--- src/rtl/fft_pkg.sv ---
// Shared definitions for the FFT/IFFT frame sequencer and the stage datapath.
//   fft_state_e     : sequencer state (idle, stage stepping, output window)
//   stage_count     : number of butterfly stages for a transform size
//   dwell_cycles    : cycles spent in stage k, 2^k plus the extra pipeline latency
//   dwell_cnt_width : width of a counter that can hold any stage dwell
package fft_pkg;

  typedef enum logic [1:0] {
    StIdle   = 2'd0,
    StStage  = 2'd1,
    StOutput = 2'd2
  } fft_state_e;

  function automatic int unsigned stage_count(input int unsigned nfft);
    return $clog2(nfft);
  endfunction

  function automatic int unsigned dwell_cycles(input int unsigned k,
                                               input int unsigned stage_lat);
    return (32'd1 << k) + stage_lat;
  endfunction

  function automatic int unsigned dwell_cnt_width(input int unsigned nfft,
                                                  input int unsigned stage_lat);
    return $clog2(nfft / 2 + stage_lat + 1);
  endfunction

endpackage

--- src/rtl/fft_stage_timer.sv ---
// Dwell counter for one butterfly stage.
//   clk, rst : clock, asynchronous active-low reset
//   clear    : reload the count to zero on the next edge
//   limit    : terminal count (dwell - 1) of the active stage
//   done     : count has reached limit in this cycle
module fft_stage_timer #(
  parameter int unsigned CntW = 4
) (
  input  logic            clk,
  input  logic            rst,
  input  logic            clear,
  input  logic [CntW-1:0] limit,
  output logic            done
);

  logic [CntW-1:0] count_q;

  always_ff @(posedge clk or negedge rst) begin
    if (!rst) begin
      count_q <= '0;
    end else if (clear) begin
      count_q <= '0;
    end else begin
      count_q <= count_q + CntW'(1);
    end
  end

  assign done = (count_q == limit);

endmodule

--- src/rtl/fft_stage_sequencer.sv ---
// Frame sequencer for the SDF mixed-radix FFT/IFFT pipeline.
// A accepted start walks a one-hot stage enable through every butterfly stage, each held for
// 2^k + STAGE_LAT cycles, then opens an NFFT-sample output window that out_hold can stall.
//   clk, rst    : clock, asynchronous active-low reset
//   start       : frame request; inverse is latched into mode_inv when it is accepted
//   out_hold    : output backpressure, registered (acts on the following output cycle)
//   start_stage : one-hot active stage, busy : frame in progress
//   end_fft     : first output-window cycle, data_valid/out_index/last_out : output stream
//   start_err   : pulses the cycle after a dropped start
// Build option: define FFT_SEQ_BACK2BACK_EN to queue one start that arrives during the
// output window and launch it directly after last_out.
module fft_stage_sequencer
  import fft_pkg::*;
#(
  parameter int unsigned NFFT      = 64,
  parameter int unsigned STAGE_LAT = 2,
  localparam int unsigned NSTAGES  = stage_count(NFFT)
) (
  input  logic               clk,
  input  logic               rst,
  input  logic               start,
  input  logic               inverse,
  input  logic               out_hold,
  output logic [NSTAGES-1:0] start_stage,
  output logic               mode_inv,
  output logic               busy,
  output logic               end_fft,
  output logic               data_valid,
  output logic [NSTAGES-1:0] out_index,
  output logic               last_out,
  output logic               start_err
);

  localparam int unsigned CntW = dwell_cnt_width(NFFT, STAGE_LAT);
  localparam logic [NSTAGES-1:0] LastIdx    = NSTAGES'(NFFT - 1);
  localparam logic [NSTAGES-1:0] FirstStage = NSTAGES'(1);

  fft_state_e         state_q;
  logic [NSTAGES-1:0] start_stage_q;
  logic [NSTAGES-1:0] out_index_q;
  logic               mode_inv_q;
  logic               busy_q;
  logic               end_fft_q;
  logic               data_valid_q;
  logic               last_out_q;
  logic               start_err_q;
`ifdef FFT_SEQ_BACK2BACK_EN
  logic               pend_q;
  logic               pend_inv_q;
`endif

  logic [CntW-1:0]    dwell_limit;
  logic               dwell_done;
  logic               timer_clear;
  logic [NSTAGES-1:0] next_idx;
  logic               next_last;

  // Terminal count of whichever stage is currently enabled.
  always_comb begin
    dwell_limit = '0;
    for (int unsigned k = 0; k < NSTAGES; k++) begin
      if (start_stage_q[k]) begin
        dwell_limit = dwell_limit | CntW'(dwell_cycles(k, STAGE_LAT) - 1);
      end
    end
  end

  // Held at zero outside STAGE so the first stage always starts from a clean count.
  assign timer_clear = (state_q != StStage) || dwell_done;

  fft_stage_timer #(
    .CntW (CntW)
  ) u_timer (
    .clk   (clk),
    .rst   (rst),
    .clear (timer_clear),
    .limit (dwell_limit),
    .done  (dwell_done)
  );

  // Index only moves past samples that were actually presented.
  assign next_idx  = out_index_q + {{(NSTAGES - 1){1'b0}}, data_valid_q};
  assign next_last = ~out_hold && (next_idx == LastIdx);

  always_ff @(posedge clk or negedge rst) begin
    if (!rst) begin
      state_q       <= StIdle;
      start_stage_q <= '0;
      out_index_q   <= '0;
      mode_inv_q    <= 1'b0;
      busy_q        <= 1'b0;
      end_fft_q     <= 1'b0;
      data_valid_q  <= 1'b0;
      last_out_q    <= 1'b0;
      start_err_q   <= 1'b0;
`ifdef FFT_SEQ_BACK2BACK_EN
      pend_q        <= 1'b0;
      pend_inv_q    <= 1'b0;
`endif
    end else begin
      end_fft_q   <= 1'b0;
      start_err_q <= 1'b0;
      unique case (state_q)
        StIdle: begin
          if (start) begin
            state_q       <= StStage;
            start_stage_q <= FirstStage;
            busy_q        <= 1'b1;
            mode_inv_q    <= inverse;
          end
        end
        StStage: begin
          start_err_q <= start;
          if (dwell_done) begin
            if (start_stage_q[NSTAGES-1]) begin
              state_q       <= StOutput;
              start_stage_q <= '0;
              end_fft_q     <= 1'b1;
              data_valid_q  <= ~out_hold;
              out_index_q   <= '0;
              last_out_q    <= 1'b0;
            end else begin
              start_stage_q <= start_stage_q << 1;
            end
          end
        end
        StOutput: begin
`ifdef FFT_SEQ_BACK2BACK_EN
          start_err_q <= start & pend_q;
          if (last_out_q) begin
            data_valid_q <= 1'b0;
            last_out_q   <= 1'b0;
            out_index_q  <= '0;
            pend_q       <= 1'b0;
            // A start on the final output cycle is taken as if it had been queued.
            if (pend_q || start) begin
              state_q       <= StStage;
              start_stage_q <= FirstStage;
              mode_inv_q    <= pend_q ? pend_inv_q : inverse;
            end else begin
              state_q <= StIdle;
              busy_q  <= 1'b0;
            end
          end else begin
            if (start && !pend_q) begin
              pend_q     <= 1'b1;
              pend_inv_q <= inverse;
            end
            data_valid_q <= ~out_hold;
            out_index_q  <= next_idx;
            last_out_q   <= next_last;
          end
`else
          start_err_q <= start;
          if (last_out_q) begin
            state_q      <= StIdle;
            busy_q       <= 1'b0;
            data_valid_q <= 1'b0;
            last_out_q   <= 1'b0;
            out_index_q  <= '0;
          end else begin
            data_valid_q <= ~out_hold;
            out_index_q  <= next_idx;
            last_out_q   <= next_last;
          end
`endif
        end
        default: begin
          state_q <= StIdle;
          busy_q  <= 1'b0;
        end
      endcase
    end
  end

  assign start_stage = start_stage_q;
  assign mode_inv    = mode_inv_q;
  assign busy        = busy_q;
  assign end_fft     = end_fft_q;
  assign data_valid  = data_valid_q;
  assign out_index   = out_index_q;
  assign last_out    = last_out_q;
  assign start_err   = start_err_q;

endmodule

--- config.mk ---
export PLATFORM = sky130hd
export DESIGN_NAME = fft_stage_sequencer
export DESIGN_NICKNAME = d
export VERILOG_FILES = /design/src/rtl/fft_pkg.sv /design/src/rtl/fft_stage_timer.sv /design/src/rtl/fft_stage_sequencer.sv
export SDC_FILE = /design/constraint.sdc
export NUM_CORES = 1
export LEC_CHECK = 0
export ABC_AREA = 1
export CORE_MARGIN = 1.5
export CORE_UTILIZATION = 30
export CTS_CLUSTER_DIAMETER = 60
export CTS_CLUSTER_SIZE = 14
export DETAILED_ROUTE_END_ITERATION = 10
export PLACE_DENSITY = 0.56
export SLEW_MARGIN = 30
export SYNTH_ARGS = -nofsm -noshare
export SYNTH_HDL_FRONTEND = slang
export SYNTH_SLANG_ARGS = --single-unit
--- constraint.sdc ---
create_clock -name clk -period 1.85 [get_ports clk]
set_clock_uncertainty 0.2 [all_clocks]
set_input_delay 0.2775 -clock clk [delete_from_list [all_inputs] [get_ports clk]]
set_output_delay 0.2775 -clock clk [all_outputs]
set_load 0.01 [all_outputs]
After elaboration in Yosys (flattened, before gate mapping)
Cells that the tools add are included.
{"block": "classes", "addsub": 2, "n_eq_ne": 9, "mux": 35, "bitwise_logic": 2, "n_reduce_logical": 11}
{"operator": "$mux 6", "n": 8}
{"operator": "$pmux 6 s2", "n": 2}
{"operator": "$mux 1", "n": 12}
{"operator": "$mux 2", "n": 6}
{"operator": "$reduce_and 3->1", "n": 3}
{"operator": "$ne 2x2->1 const B", "n": 4}
{"operator": "$add 6x1->6", "n": 1}
{"operator": "$add 6x1->6 const B", "n": 1}
{"operator": "$eq 6x6->1", "n": 1}
{"operator": "$eq 6x6->1 const B", "n": 1}
{"operator": "$pmux 2 s3", "n": 1}
{"operator": "$mux 5", "n": 1}
{"operator": "$mux 4", "n": 1}
{"operator": "$pmux 1 s2", "n": 2}
{"operator": "$reduce_and 4->1", "n": 1}
{"operator": "$reduce_bool 2->1", "n": 2}
{"operator": "$mux 3", "n": 1}
{"operator": "$pmux 1 s3", "n": 1}
{"operator": "$eq 2x1->1 const B", "n": 1}
{"operator": "$eq 2x2->1 const B", "n": 1}
{"operator": "$logic_not 2->1", "n": 1}
{"operator": "$ne 2x1->1 const B", "n": 1}
{"operator": "$not 1->1", "n": 2}
{"operator": "$reduce_and 2->1", "n": 1}
{"operator": "other kinds (3)", "n": 3}
{"block": "word_totals", "regBits": 26, "elab_cells": 69}

Depth between registers and ports, before layout
Gate-level depths: netlist (run 1).
{"block": "depth", "depth_word": 9, "ltp_mapped": 11}

Hierarchy
A second synthesis (run 1) with hierarchy kept.
{"block": "unflattened", "cells_unflattened": 187, "area_unflattened_um2": 1465.2}
{"module": "fft_stage_sequencer", "n_inst": 1, "cells_each": 126, "area_per_inst_um2": 1082.3}
{"module": "fft_stage_timer", "n_inst": 1, "cells_each": 61, "area_per_inst_um2": 382.9}

Worst setup path before layout (run 1)
No wires, ideal clock.
{"block": "synth_path", "kind": "flip-flop to flip-flop", "startpoint": "register state_q[1]", "endpoint": "register start_stage_q[5], in the netlist start_stage[5]", "setup_time_ns": 0.117, "arrival_ns": 1.384, "t_required_ns": 1.533, "path_slack_ns": 0.149, "stages_incl_launch_ff": 8, "path_buffers": 0, "period_less_slack_ns": 1.701, "path_cell_list": "dfrtp_1 inv_1 ha_1 inv_1 a21oi_1 nand2_2 nand2_1 nand2_1"}
{"block": "synth_between", "elab_chain_cells": 3}
{"element": "start: declaration", "line_no": "fft_stage_sequencer.sv:38", "rtl": "fft_state_e state_q;"}
{"element": "start signal: assignment", "line_no": "fft_stage_sequencer.sv:87", "rtl": "state_q <= StIdle;"}
{"element": "start signal: assignment", "line_no": "fft_stage_sequencer.sv:106", "rtl": "state_q <= StStage;"}
{"element": "start signal: assignment", "line_no": "fft_stage_sequencer.sv:116", "rtl": "state_q <= StOutput;"}
{"element": "$eq 2x1->1 / $logic_not 2->1 (equally long branches)", "line_no": "fft_stage_sequencer.sv:103", "rtl": "unique case (state_q)"}
{"element": "$ne 2x2->1 (no source line) / $reduce_bool 2->1 (equally long branches)"}
{"element": "$reduce_and 3->1 (no source line)"}
{"element": "end signal: assignment", "line_no": "fft_stage_sequencer.sv:107", "rtl": "start_stage_q <= FirstStage;"}
{"element": "end signal: assignment", "line_no": "fft_stage_sequencer.sv:123", "rtl": "start_stage_q <= start_stage_q << 1;"}
{"element": "end: declaration", "line_no": "fft_stage_sequencer.sv:39", "rtl": "logic [NSTAGES-1:0] start_stage_q;"}
Several ways; a longest one is shown, not always the timed one.
A chain may end at the register's enable or synchronous reset.

Final worst setup path (run 1)
{"block": "layout_path", "startpoint": "register start_stage_q[5], in the netlist start_stage[5]", "endpoint": "output start_stage[5]"}
{"element": "end: declaration", "line_no": "fft_stage_sequencer.sv:24", "rtl": "output logic [NSTAGES-1:0] start_stage,"}
No word-level cell between the ends.

==> results of run 1 <==
worst reg2reg max path, cell delays in order (launching register included):
cell and delay [ns]:
dfrtp_1 0.39, ha_2 0.22, ha_4 0.13, nand2_2 0.06
nor2_2 0.12, xor2_1 0.22, nor2_1 0.08, nand3_1 0.09
nand2_1 0.05, nand2_1 0.06, inv_1 0.03
state kept, by name (all words and copies together) (netlist names):
| name | flops |
|---|---|
| busy | 1 |
| data_valid | 1 |
| end_fft | 1 |
| last_out | 1 |
| mode_inv | 1 |
| out_index | 6 |
| start_err | 1 |
| start_stage | 6 |
| state_q | 2 |
| u_timer.count_q | 6 |
power groups by stage:
stage	Sequential [W]	Clock, W	Combinational [W]
after floorplan	0.000817	0	0.000763
after detailed placement	0.000797	0	0.00111
final	0.000789	0.000387	0.00126
after global placement	0.000796	0	0.00110
after CTS	0.000788	0.000400	0.00111
after global routing	0.000804	0.000423	0.00142
per-layer routing:
| metal | wire length, µm | track usage | part of all wire |
|---|---|---|---|
| met1 | 1600 | 0.179 | 0.48 |
| met2 | 1570 | 0.189 | 0.47 |
| met3 | 76 | 0.0163 | 0.023 |
| met4 | 59 | 0.0494 | 0.018 |
| met5 | 0 | 0 | 0 |
final cells by class:
type / instances / area (µm²)
clock buffer: 4 / 55.1
timing repair buffer: 35 / 318
multi-input combinational: 136 / 776
fill: 491 / 2800
sequential: 26 / 651
tap: 67 / 83.8
inverter: 27 / 101
worst paths after layout:
| check | start | endpoint | slack [ns] |
|---|---|---|---|
| max in group asynchronous | rst | out_index[4] | 1.03 |
| min reg2reg | mode_inv | mode_inv | 0.29 |
| max reg2reg | out_index[0] | last_out | 0.12 |
| max | start_stage[5] | start_stage[5] | 0.05 |
| min in group clk | mode_inv | mode_inv | 0.29 |
| min | rst | start_stage[2] | 0.16 |
per-stage QoR:
stage	utilization	setup WS (ns)	instance area [µm²]	std cells	hold WS, ns
global placement	0.381	0.0938	1820	283	0.270
global route	0.415	-0.0141	1980	295	0.201
floorplan	-	0.149	1510	190	-0.218
detailed placement	0.381	0.0887	1820	283	0.274
finish	0.415	0.0535	1980	295	0.163
CTS	0.392	0.0135	1880	287	0.176
cells by family (layout without fill, tap and decap cells):
kind of cell / count (synthesis) / count (layout) / share of synthesized area
AOI/OAI and AO/OA: 9 / 9 / 0.0388
and+or+nand+nor: 113 / 114 / 0.348
DFF: 26 / 26 / 0.430
adders and majority gates: 6 / 6 / 0.0496
xor gates and xnor gates: 7 / 7 / 0.0405
buffers and inverters: 29 / 66 / 0.0934
cells in the final DEF (no fill, tap or decap), drive strengths merged:
cell type       n
buf            13
nor3b           2
o21ai           6
dfrtp          26
nand3b          2
nand2          61
nand4           1
xor2            4
a21oi           2
ha              6
o31ai           1
clkdlybuf4s50  22
clkbuf          4
inv            27
nand3          18
xnor2           3
nor2           28
or2             1
and2            1
what timing repair did:
item	CTS	global route
resized for setup	0	12
endpoints found under the setup margin	0	10
setup buffers	0	7
==> key figures, run 1 <==
Power
  • Power share of the sequential group: 0.324
  • Share of total power in combinational logic: 0.518
  • Relative contribution of the clock network to total power: 0.158
  • Overall Power: 0.00244 W
  • Leakage power figure: 0.963 nW
  • Switch Pwr: 0.00103 W
  • Power Dens Cells: 1230 mW/mm²
  • Max IR drop VDD: 0.000575 V
  • Cell-internal power: 0.00141 W
  • Switching share of power: 0.422

Yosys
  • Mapped cell area: 0.00151 mm²
  • Yosys top cell by area: dfrtp_1
  • Yosys warns: 0
  • Post-synth top area share: 0.430
  • Flops & latches, synth: 26
  • Synth async-reset ratio: 1.00
  • Share of the yosys chip area belonging to registers: 0.430
  • Count of distinct cell types in the synthesized netlist: 22
  • Synthesized netlist cell count: 190
  • Commonest cells in the netlist: 49 x nand2_1, 27 x inv_1, 27 x nor2_1, 26 x dfrtp_1, 17 x nand3_1
  • Leading cell types by total area after synthesis: dfrtp_1 43%, nand2_1 12%, inv_1 6.7%
  • Average instance area after synthesis: 7.97 µm²
  • Number of enable flip-flop cells after synthesis: 0
  • Top FF cell, synth: dfrtp_1
  • Most frequent cell after synthesis: nand2_1
  • Syn_nets: 201

Clock network
  • Post-CTS clock slew at the launch and capture registers of the worst setup and hold paths: ~0.10 ns
  • CTS H-tree lvls: 1
  • Clock buffers created by TritonCTS: 3
  • # clock sinks: 26
  • CTS tree: built
  • Clk buf depth: 2
  • Clock network latency to the later pin of the worst-skew pair: ~0.28 ns
  • CTS Hold Bufs: 0
  • Master cell of the clock root buffer: clkbuf_8

Timing
  • Fin. max-slew vios: 0
  • Summed negative setup slack over all endpoints: 0 ns
  • Final critical path time including I/O delays and setup: 1.80 ns
  • Post-route clock period utilization: 0.971
  • Worst-margin pin slew: 0.346 ns
  • FMAX: 0.557 GHz
  • Hold violation count in the final report: 0
  • Final setup vio count: 0
  • Unrepaired setup endpoints after global routing: yes
  • Worst-case headroom to the max-slew limit: 0.770

Detailed routing
  • Antenna Violating Nets Remaining: 0
  • Count of routing violations after the opening detailed-route iteration: 58
  • Via/cell ratio: 4.38
  • Pre-Repair DR Iteration Count: 4
  • Total vias in the final route: about 1300
  • DRC: 0
  • Wirelength per Cell: 11.2 µm
  • Wirelength, routed: 3300 µm

Worst hold path
  • Path category of the worst min-delay check: input port to asynchronous set/reset pin

Floorplan
  • Initial Utilization: 0.316
  • Die Footprint: 0.00548 mm²
  • Count of boundary I/O pins: 23
  • Die span in x: 74.0 µm
  • Chip Height: about 74 µm
  • Placement row count: 25
  • Core area: ~0.0048 mm²

Global route
  • Overall routing resource usage: 0.125
  • Number of global-route vias before repair: 1139
  • Residual overflow from global routing: 0
  • Number of antenna violations at the first check in global routing: 0
  • Maximum number of pins on one net before global-route repair: 27
  • Global-route wire length before repair: 5310 µm

Setup path
  • Crit-path max cell delay: ~0.53 ns
  • CP Capture Type: primary output
  • Worst setup path class: flop to primary output
  • Startpoint type of the worst setup path: flop
  • Largest fanout on the critical path: 4
  • Worst path depth: 2
  • Critical-path top delay cell: clkdlybuf4s50_1
  • Crit path buffers/inverters: 2
  • Critical path cell sequence: buf_4 -> clkdlybuf4s50_1
  • Arrival time of the worst setup path: about 1.3 ns
  • Worst R2R Path Depth: 10
  • Data required, critical path: 1.37 ns
  • Kind of cell with the highest combined delay on the critical path: buffers and inverters

Outcome
  • Status: finished, final reports clean

Run
  • Count of maximum capacitance violations: 0

Placed design
  • Sum of net half-perimeters after detailed placement: 2290 µm
  • Routability-driven placement congestion ratio: 0.842
  • Number of buffers inserted by port buffering: 22

Cells and area
  • Synth-to-layout area growth: 31.1%
  • Net count reported at finish: between 200 and 250
  • Antenna diode instance count: 0
  • Ratio of cells with drive above 1 in the final layout: 0.193
(Power assumes the default switching activity.)
==> run 2: changes to the inputs <==
Settings changed: CTS_BUF_LIST set to sky130_fd_sc_hd__clkbuf_8, TNS_END_PERCENT set to 1.
==> run 2 against run 1 <==
  * Cell count is 2.4% lower
  * Die area stayed put
  * First-iteration DRC count is 16% lower
  * Cell area is 4.0% lower
  * Worst hold slack better by 0.0017 ns
  * Clock power hardly changed
  * Maximum frequency is 1.9% higher
  * Critical path depth is 1 lower
  * Critical path type unchanged
==> key figures, run 2 (synthesis gave the netlist of run 1 again) <==
Power
  • Max IR drop VDD: 0.000558 V (-3.0%)
  • Leakage power figure: 0.946 nW (-1.8%)
  • Power Dens Cells: 1220 mW/mm² (-1.0%)

Setup path
  • Reg-to-reg slack, setup: 0.12 ns (about the same)
  • Largest fanout on the critical path: 4 (unchanged)
  • CP Capture Type: primary output
  • Critical path cell sequence: clkdlybuf4s50_1
  • Kind of cell with the highest combined delay on the critical path: buffers and inverters
  • Crit path buffers/inverters: 1 (-1)
  • Critical-path top delay cell: clkdlybuf4s50_1
  • Arrival time of the worst setup path: 1.29 ns (-0.03 ns)
  • Crit-path max cell delay: 0.57 ns (+0.04 ns)
  • Data required, critical path: 1.37 ns (about the same)
  • Start of the worst register-to-register path: data_valid
  • Start point of the critical path: start_stage[4]
  • Worst setup path class: flop to primary output
  • Startpoint type of the worst setup path: flop

Timing
  • Post-route clock period utilization: 0.953 (-0.0179)
  • Final critical path time including I/O delays and setup: 1.76 ns (-0.0332 ns)
  • Hold violation count in the final report: 0 (unchanged)
  • Unrepaired setup endpoints after global routing: yes
  • Worst-margin pin slew: 0.340 ns (-0.00541 ns)
  • Setup slack after layout: 0.0867 ns (+0.0332 ns)
  • Worst-case headroom to the max-slew limit: 0.773 (+0.00360)
  • Fin. max-slew vios: 0 (unchanged)
  • FMAX: 0.567 GHz (+1.9%)
  • Final setup vio count: 0 (unchanged)

Clock network
  • CTS tree: built
  • Clock buffers created by TritonCTS: 3 (unchanged)
  • # clock sinks: 26 (unchanged)
  • CTS H-tree lvls: 1 (unchanged)
  • Clk buf depth: 2 (unchanged)
  • Master cell of the clock root buffer: clkbuf_8
  • CTS Hold Bufs: 0 (unchanged)
  • Post-CTS clock slew at the launch and capture registers of the worst setup and hold paths: 0.10 ns (about the same)
  • Clock network latency to the later pin of the worst-skew pair: 0.28 ns (about the same)

Detailed routing
  • Wirelength per Cell: 10.8 µm (-3.8%)
  • DRC: 0 (unchanged)
  • Wirelength, routed: 3100 µm (-6.1%)
  • Antenna Violating Nets Remaining: 0 (unchanged)
  • Count of routing violations after the opening detailed-route iteration: 49 (-16%)
  • Pre-Repair DR Iteration Count: 4 (unchanged)
  • Via/cell ratio: 4.32 (-1.5%)
  • Total vias in the final route: 1244 (-3.8%)

Floorplan
  • Placement row count: 25 (unchanged)
  • Initial Utilization: 0.316 (unchanged)
  • Die Footprint: 0.00548 mm² (unchanged)
  • Core area: 0.00479 mm² (unchanged)
  • Chip Height: 74.0 µm (unchanged)
  • Count of boundary I/O pins: 23 (unchanged)
  • Die span in x: 74.0 µm (unchanged)

Cells and area
  • Commonest cells after routing, fill and taps aside: 49 x nand2_1, 27 x inv_1, 26 x dfrtp_1, 25 x nor2_1, 21 x clkdlybuf4s50_1
  • Area of the multi-input gates: 738 µm² (-4.8%)
  • Final instance area: 0.00190 mm² (-4.0%)
  • Ratio of cells with drive above 1 in the final layout: 0.140 (-0.0527)
  • FF/Latch Area: 651 µm² (unchanged)
  • Net count reported at finish: 233 (-2.9%)
  • Layout fillers: 494 (+0.61%)
  • Most common cell after layout, fill and taps aside: nand2_1
  • Final core area utilization: 0.398 (-0.0167)
  • Antenna diode instance count: 0 (unchanged)
  • Synth-to-layout area growth: 25.8%

Placed design
  • Number of buffers inserted by port buffering: 22 (unchanged)
  • Routability-driven placement congestion ratio: 0.842 (unchanged)
  • Sum of net half-perimeters after detailed placement: 2290 µm (unchanged)
  • Instance area at placement: 0.00182 mm² (unchanged)
  • Worst Setup Slack post-DPL: 0.0887 ns (unchanged)

Global route
  • Number of antenna violations at the first check in global routing: 0 (unchanged)
  • Maximum number of pins on one net before global-route repair: 27 (unchanged)
  • Global-route wire length before repair: 5310 µm (unchanged)
  • Overall routing resource usage: 0.125 (unchanged)
  • Number of global-route vias before repair: 1139 (unchanged)
  • Residual overflow from global routing: 0 (unchanged)

Run
  • Count of maximum capacitance violations: 0 (unchanged)

Outcome
  • Status: finished, final reports clean

Worst hold path
  • Path category of the worst min-delay check: input port to asynchronous set/reset pin
-- run 2: cell count changes in the layout (fill, tap and decap cells not counted), sizes merged --
cell / delta
clkdlybuf4s50: -1
nand2: -1
dlymetal6s2s: +1
buf: -6
-- run 2: path summary, 6_finish.rpt --
| path | endpoint | cells past startpoint |
|---|---|---|
| setup / recovery | start_stage[4] | 1 |
| hold / removal | mode_inv | 2 |
| setup reg to reg | out_index[4] | 9 |
| hold reg to reg | mode_inv | 2 |
| max in group asynchronous | busy | 2 |
| min in group clk | mode_inv | 2 |
-- run 2: final cells by class --
cell class,instances,area share
multi-input cells,135,0.388
flip-flops and latches,26,0.342
repair buffers,29,0.145
inverters,27,0.0532
well taps,67,0.0440
clock buffers,4,0.0289
-- run 2: through the flow --
stage / setup TNS [ns] / cells / hold WS [ns] / total power [W]
3_3_place_gp: 0 / 283 / 0.270 / 0.00190
3_5_place_dp: 0 / 283 / 0.274 / 0.00190
2_1_floorplan: 0 / 190 / -0.218 / 0.00158
4_1_cts: 0 / 287 / 0.176 / 0.00230
6_report: 0 / 288 / 0.165 / 0.00232
5_1_grt: -0.228 / 288 / 0.201 / 0.00252
-- run 2: worst reg2reg max path: stages, from the launching register on --
cell and delay, ns:
dfrtp_1 0.41, ha_2 0.20, ha_1 0.18, nand2_1 0.08, nor2_1 0.05, xor2_1 0.17, buf_4 0.14, nor2_1 0.11
nand2_2 0.07, o21ai_2 0.05
-- run 2: layer usage --
metal / vias to the layer above / routed length (µm) / part of all wire / GRT usage
met5: - / 0 / 0 / 0
met4: 0 / 59 / 0.019 / 0.0494
met3: 5 / 93 / 0.030 / 0.0163
met2: 20 / 1410 / 0.45 / 0.189
met1: 575 / 1540 / 0.50 / 0.179
li1: 644 / - / - / -
-- run 2: timing repair --
action / CTS / global route
gates resized for setup: 0 / 6
endpoints found under the setup margin: 0 / 10
buffers inserted: 0 / 1
-- run 2: report_power, final --
group	total [W]	switching (W)	internal, W
combinational	0.00114	0.000687	0.000458
clock	0.000385	0.000194	0.000191
sequential	0.000788	0.000102	0.000686
total	0.00232	0.000982	0.00134
